<file path="config.mk">
export PLATFORM = sky130hd
export DESIGN_NAME = game_flow_ctrl
export DESIGN_NICKNAME = d
export VERILOG_FILES = /design/src/rtl/game_flow_ctrl.sv
export SDC_FILE = /design/constraint.sdc
export NUM_CORES = 1
export LEC_CHECK = 0
export ABC_CLOCK_PERIOD_IN_PS = 3600
export CAP_MARGIN = 0
export CORE_AREA = 4 4 70 79
export CTS_CLUSTER_SIZE = 24
export DETAILED_ROUTE_END_ITERATION = 6
export DIE_AREA = 0 0 74 83
export PLACE_DENSITY_LB_ADDON = 0.1
export SYNTH_ARGS = -nofsm -noshare
export SYNTH_HDL_FRONTEND = slang
export SYNTH_SLANG_ARGS = --single-unit
</file>
<file path="constraint.sdc">
create_clock -name clk_i -period 3.6 [get_ports clk_i]
set_clock_uncertainty 0.15 [all_clocks]
set_input_delay 0.36 -clock clk_i [delete_from_list [all_inputs] [get_ports clk_i]]
set_output_delay 0.36 -clock clk_i [all_outputs]
set_load 0.02 [all_outputs]
</file>
<file path="src/rtl/game_flow_ctrl.sv">
// Game sequencer: lives, score, wave progression and respawn/game-over timing.
// Define HIGH_SCORE_EN to keep a best-score register; otherwise hiscore_o is tied to 0.
module game_flow_ctrl #(
  parameter int lives_p          = 3,
  parameter int respawn_frames_p = 120,
  parameter int wave_frames_p    = 60,
  parameter int over_frames_p    = 180,
  parameter int enemy_points_p   = 10,
  parameter int score_width_p    = 16
) (
  input  logic                     clk_i,
  input  logic                     reset_i,
  input  logic                     frame_i,
  input  logic                     start_i,
  input  logic                     player_was_hit_i,
  input  logic                     enemy_was_hit_i,
  input  logic                     wave_cleared_i,
  input  logic                     enemy_landed_i,
  output logic                     play_en_o,
  output logic                     player_reset_o,
  output logic                     wave_reset_o,
  output logic                     blink_o,
  output logic [2:0]               state_o,
  output logic [2:0]               lives_o,
  output logic [3:0]               wave_o,
  output logic [score_width_p-1:0] score_o,
  output logic [score_width_p-1:0] hiscore_o,
  output logic                     score_valid_o,
  input  logic                     score_ready_i
);

  typedef enum logic [2:0] {
    S_IDLE = 3'd0,
    S_PLAY = 3'd1,
    S_HIT  = 3'd2,
    S_WAVE = 3'd3,
    S_OVER = 3'd4
  } state_t;

  localparam int max_frames = (respawn_frames_p > wave_frames_p)
                              ? ((respawn_frames_p > over_frames_p) ? respawn_frames_p : over_frames_p)
                              : ((wave_frames_p > over_frames_p) ? wave_frames_p : over_frames_p);
  localparam int timer_raw_w = $clog2(max_frames + 1);
  // At least 4 bits so the blink tap (bit 3) always exists.
  localparam int timer_w = (timer_raw_w < 4) ? 4 : timer_raw_w;

  localparam logic [timer_w-1:0] respawn_tc = timer_w'(respawn_frames_p);
  localparam logic [timer_w-1:0] wave_tc    = timer_w'(wave_frames_p);
  localparam logic [timer_w-1:0] over_tc    = timer_w'(over_frames_p);
  localparam logic [score_width_p-1:0] score_max = '1;

  state_t                   state_q, state_d;
  logic [timer_w-1:0]       timer_q, timer_d;
  logic [timer_w-1:0]       timer_tc;
  logic [2:0]               lives_q, lives_d;
  logic [3:0]               wave_q, wave_d;
  logic [score_width_p-1:0] score_q, score_d;
  logic [score_width_p:0]   score_sum;
  logic                     start_q, start_d;
  logic                     start_rise;
  logic                     player_reset_q, player_reset_d;
  logic                     wave_reset_q, wave_reset_d;
  logic                     score_valid_q, score_valid_d;
  logic                     new_game;

  assign start_rise = start_i && !start_q;
  assign score_sum  = {1'b0, score_q} + (score_width_p + 1)'(enemy_points_p);

  always_comb begin
    state_d        = state_q;
    lives_d        = lives_q;
    wave_d         = wave_q;
    score_d        = score_q;
    player_reset_d = 1'b0;
    wave_reset_d   = 1'b0;
    new_game       = 1'b0;
    start_d        = start_i;

    case (state_q)
      S_IDLE: begin
        if (start_rise) new_game = 1'b1;
      end
      S_PLAY: begin
        // Kills are scored even when a hit or landing ends PLAY in the same cycle.
        if (enemy_was_hit_i) score_d = score_sum[score_width_p] ? score_max : score_sum[score_width_p-1:0];
        if (enemy_landed_i) begin
          state_d = S_OVER;
          lives_d = 3'd0;
        end else if (player_was_hit_i) begin
          lives_d = (lives_q != 3'd0) ? lives_q - 3'd1 : 3'd0;
          state_d = (lives_q <= 3'd1) ? S_OVER : S_HIT;
        end else if (wave_cleared_i) begin
          state_d = S_WAVE;
          wave_d  = wave_q + 4'd1;
        end
      end
      S_HIT: begin
        if (timer_q == respawn_tc) begin
          state_d        = S_PLAY;
          player_reset_d = 1'b1;
        end
      end
      S_WAVE: begin
        if (timer_q == wave_tc) begin
          state_d        = S_PLAY;
          player_reset_d = 1'b1;
          wave_reset_d   = 1'b1;
        end
      end
      S_OVER: begin
        if (timer_q == over_tc && start_rise) new_game = 1'b1;
      end
      default: state_d = S_IDLE;
    endcase

    if (new_game) begin
      state_d        = S_PLAY;
      lives_d        = 3'(lives_p);
      wave_d         = 4'd0;
      score_d        = '0;
      player_reset_d = 1'b1;
      wave_reset_d   = 1'b1;
    end
  end

  always_comb begin
    case (state_q)
      S_HIT:   timer_tc = respawn_tc;
      S_WAVE:  timer_tc = wave_tc;
      S_OVER:  timer_tc = over_tc;
      default: timer_tc = '0;
    endcase
    timer_d = timer_q;
    if (state_d != state_q)                timer_d = '0;
    else if (frame_i && timer_q < timer_tc) timer_d = timer_q + 1'b1;
  end

  always_comb begin
    score_valid_d = score_valid_q;
    if (score_d != score_q)                  score_valid_d = 1'b1;
    else if (score_valid_q && score_ready_i) score_valid_d = 1'b0;
  end

  always_ff @(posedge clk_i) begin
    if (reset_i) begin
      state_q        <= S_IDLE;
      timer_q        <= '0;
      lives_q        <= 3'd0;
      wave_q         <= 4'd0;
      score_q        <= '0;
      start_q        <= 1'b0;
      player_reset_q <= 1'b0;
      wave_reset_q   <= 1'b0;
      score_valid_q  <= 1'b0;
    end else begin
      state_q        <= state_d;
      timer_q        <= timer_d;
      lives_q        <= lives_d;
      wave_q         <= wave_d;
      score_q        <= score_d;
      start_q        <= start_d;
      player_reset_q <= player_reset_d;
      wave_reset_q   <= wave_reset_d;
      score_valid_q  <= score_valid_d;
    end
  end

`ifdef HIGH_SCORE_EN
  logic [score_width_p-1:0] hiscore_q, hiscore_d;

  // Compare against the incoming score so a kill in the final PLAY cycle counts.
  always_comb begin
    hiscore_d = hiscore_q;
    if (state_d == S_OVER && state_q != S_OVER && score_d > hiscore_q) hiscore_d = score_d;
  end

  always_ff @(posedge clk_i) begin
    if (reset_i) hiscore_q <= '0;
    else         hiscore_q <= hiscore_d;
  end

  assign hiscore_o = hiscore_q;
`else
  assign hiscore_o = '0;
`endif

  assign play_en_o      = (state_q == S_PLAY);
  assign player_reset_o = player_reset_q;
  assign wave_reset_o   = wave_reset_q;
  assign blink_o        = (state_q == S_HIT) && (timer_q != respawn_tc) && timer_q[3];
  assign state_o        = state_q;
  assign lives_o        = lives_q;
  assign wave_o         = wave_q;
  assign score_o        = score_q;
  assign score_valid_o  = score_valid_q;

endmodule
</file>
After elaboration in Yosys (flattened, before gate mapping)
Index checks and enable logic that the tools add are counted.
- word-level logic and storage cells: 76
- register bits after elaboration: 38
- magnitude comparators: 2
- mux-type cells: 29
- bitwise gates (word level): 2
- reductions and logical operators: 19
- $add $sub $neg: 4
- equality and inequality tests: 10
- operators with widths (cell ; number):
    2-to-1 mux 16 bit ; 4
    2-to-1 mux 3 bit ; 10
    case mux 8 bit (3 select lines) ; 1
    adder 16 x 4 -> 17 bit, second input constant ; 1
    inequality test 16 bit ; 1
    case mux 3 bit (4 select lines) ; 1
    2-to-1 mux 1 bit ; 9
    adder 8 x 1 -> 8 bit, second input constant ; 1
    equality test 8 x 6 -> 1 bit, second input constant ; 1
    equality test 8 x 7 -> 1 bit, second input constant ; 1
    equality test 8 bit, second input constant ; 1
    less-than comparator 8 bit ; 1
    inequality test 8 x 7 -> 1 bit, second input constant ; 1
    equality test 3 x 2 -> 1 bit, second input constant ; 2
    logical AND 1 bit ; 6
    nonzero test 2 bit ; 3
    nonzero test 3 bit ; 2
    OR reduction 2 bit ; 3
    adder 4 x 1 -> 4 bit, second input constant ; 1
    2-to-1 mux 2 bit ; 2
    case mux 1 bit (2 select lines) ; 2
    AND reduction 2 bit ; 2
    AND reduction 4 bit ; 1
    equality test 3 x 1 -> 1 bit, second input constant ; 1
    other kinds (7) ; 8

Logic depth before layout (Yosys ltp)
- word-level depth: 8
- mapped depth: 11

Worst setup path before layout
OpenSTA, ideal clock, no wires.
- path type: reg-to-reg
- start point: register state_q[2], in the netlist state_o[2]
- end point: register timer_q[7]
- arrival: 2.625 ns
- stages on the path, launching flop included: 11
- path slack: 0.700 ns
- library setup time: 0.124 ns
- path through: dfxtp_1 buf_4 or3b_4 and2_1 ha_1 or4b_1 a21oi_1 o211ai_4 a211oi_2 xnor2_1 nor2_1
- longest elaborated chain between the ends: 7
- elaborated cells between the ends (all ways): 19
- those cells by class: order compare (1); eq/ne (5); mux (9); reduce/logical (4)
- ends and longest elaborated chain (what ; RTL line ; text):
    from (decl) ; 52 ; state_t state_q, state_d;
    from (signal assigned) ; 156 ; state_q <= state_d;
    branches (longest 7 deep; another with less-than comparator 8 bit) ; n/a ;
    to (signal assigned) ; 157 ; timer_q <= timer_d;
    to (decl) ; 53 ; logic [timer_w-1:0] timer_q, timer_d;
Several ways; the timed one is not identified.
A chain may end at the register's enable or synchronous reset.

Worst setup path after layout
Same ends and word-level chain as after synthesis.

==> results.toml <==
[sta]
max_freq_ghz = 0.3391
fin_crit_sh = 0.8191
tightest_slew_ps = 760.8
drv_slew = 0
slew_headroom = 0.4928
fin_crit_ps = 2949
tns_ps = 0
setup_ws_ps = 651.2
hold_viol = 0
grt_setup_unrepaired = "false"
setup_viol = 0

[route]
vias_per_cell = 5.563
drc_errors = 0
first_pass_iters = 4
drt_iter0_drc = 117
final_antenna_net_count = 0
wl_um = 5246
vias = 2047
wire_per_inst_um = 14.26

[global_route]
grt_pass1_vias = 1951
grt_util_all_layers = 0.1833
grt_max_degree = 21
grt_pass1_wl_um = 9094
antenna_found_initial = 0
grt_overflow = 0

[floorplan]
coreArea_um2 = 4831
die_y_um = 83
start_util = 0.4706
die-width_um = 74
ios = 56
std_cell_rows = 27
die_area_um2 = 6142

[cells_and_area]
antenna_cells = 0
final_common_cell = "clkdlybuf4s50_1"
fillers = 478
fin_util = 0.5644
multi_input_area_um2 = 1356
nNetsFinal = 329
seq_area_um2 = 760.7
drive_above_1_share = 0.05806
final_cell_mix = "39 x clkdlybuf4s50_1, 38 x dfxtp_1, 27 x nor2_1"
syn_to_final_growth_pct = 19.92
finish.instance_area_um2 = 2726
final_cells = 368

[placement]
dpl_worst_slack_ps = 666.4
dpl.hpwl_um = 3864
io_buffers = 39
place_inst = 360
placed_area_um2 = 2618
gp_congestion = 0.7988

[pwr]
power_density_nw_per_um2 = 343.1
leakage_nw = 0.9743
power.switching_uw = 251.0
p_int_uw = 684.5
pwr-share-seq = 0.473
peakVddDrop_mv = 0.1766
combPwrFrac = 0.141
swShare = 0.2683
pwr-share-clk = 0.385

[synthesis]
ys_warn_count = 0
ys_types = 47
syn_area_um2 = 2273
async_reset_ff_frac = 0
synth_flop_cell = "dfxtp_1"
ys_ff_latch = 38
synth_area_per_cell_um2 = 8.237
synth-edff-count = 0
ys_seq_area_frac = 0.3346
syn_inst = 276

[clocking]
clk-insertion-delay-late_ps = 290
cts_setup_buffers = 0
cts.repair.resized = 0
cts-root-buf = "clkbuf_8"
cts_tree = "done"
clk_pin_slew_ps = 70
cts_hold_buf = 0
clk_path_buf_depth = 2
cts_sinks = 38
cts_max_level = 2
numCtsBuffers = 5

[critical_path]
crit_required_ps = 3620
cp-start-kind = "register"
rr_worst_depth = 9
critPathKind = "reg -> reg"
worstSetupEndpointType = "register"
crit_fanout = 12
cp.arrival_ps = 2970

[hold_path]
min_path_type = "reg -> reg"
hold_depth = 2

[run]
cap_violations = 0

[status]
status = "completed"
power by group through the flow:
| stage | clock [mW] | combinational (mW) | sequential [mW] |
|---|---|---|---|
| after floorplan | 0 | 0.0965 | 0.457 |
| after global placement | 0 | 0.131 | 0.453 |
| after detailed placement | 0 | 0.133 | 0.453 |
| after CTS | 0.371 | 0.134 | 0.443 |
| after global routing | 0.384 | 0.147 | 0.445 |
| final | 0.360 | 0.132 | 0.443 |
sequential cells by signal, summed over array words and instances (netlist names):
| signal | count |
|---|---|
| timer_q | 8 |
| start_q | 1 |
| score_valid_o | 1 |
| state_o | 3 |
| lives_o | 3 |
| score_o | 16 |
| wave_reset_o | 1 |
| player_reset_o | 1 |
| wave_o | 4 |
layer usage:
| layer | up-vias | part of all wire | wire length (um) | GRT usage |
|---|---|---|---|---|
| li1 | 1020 | - | - | - |
| met1 | 955 | 0.43 | 2281 | 0.2338 |
| met2 | 66 | 0.50 | 2602 | 0.3040 |
| met3 | 6 | 0.056 | 296 | 0.03874 |
| met4 | 0 | 0.012 | 65 | 0.05437 |
| met5 | - | 0 | 0 | 0 |
cell usage after synthesis (7+ instances only):
| cell type | number | share of area |
|---|---|---|
| o21ai_0 | 13 | 0.029 |
| nand2_1 | 16 | 0.026 |
| nand3_1 | 12 | 0.026 |
| xnor2_1 | 11 | 0.042 |
| nor2_1 | 27 | 0.045 |
| a21oi_1 | 24 | 0.053 |
| dfxtp_1 | 38 | 0.33 |
| xor2_1 | 8 | 0.031 |
| buf_4 | 17 | 0.056 |
| ha_1 | 11 | 0.061 |
| nand4_1 | 11 | 0.030 |
| inv_1 | 10 | 0.017 |
| nor4_1 | 7 | 0.019 |
through the flow:
stage	hold slack, ps	total power [mW]
global placement	328.4	0.5837
floorplan	310.1	0.5534
global route	388.4	0.9765
finish	343.0	0.9355
detailed placement	333.1	0.5853
CTS	346.2	0.9480
final cells by class:
class                      count  share of cell area
timing repair buffer          39              0.1432
clock inverter                 3             0.01469
sequential                    38              0.2790
tap                           58             0.02662
clock buffer                   5             0.02524
multi-input combinational    215              0.4975
inverter                      10             0.01377
critical path, stage by stage, from the launching register on:
cell and delay, ps:
dfxtp_1 560, or3b_4 450, and2_1 190, ha_1 170, or4b_1 490, a21oi_1 210, o211ai_4 160, a211oi_2 260
xnor2_1 140, nor2_1 50
cell families after synthesis:
logic type	Yosys count	synth area share
AOI/OAI and AO/OA	58	0.1635
adders and majority gates	11	0.06054
and+or+nand+nor	108	0.2598
muxes	3	0.01321
buffers and inverters	38	0.09356
other	1	0.001649
DFF	38	0.3346
xor gates and xnor gates	19	0.07320
worst paths after layout:
check,slack [ps],startpoint,endpoint
worst min register to register,340,timer_q[1],timer_q[1]
worst max register to register,650,state_o[2],timer_q[7]
worst min-delay path,340,timer_q[1],timer_q[1]
worst max-delay path,650,state_o[2],timer_q[7]
(Power assumes the default switching activity.)
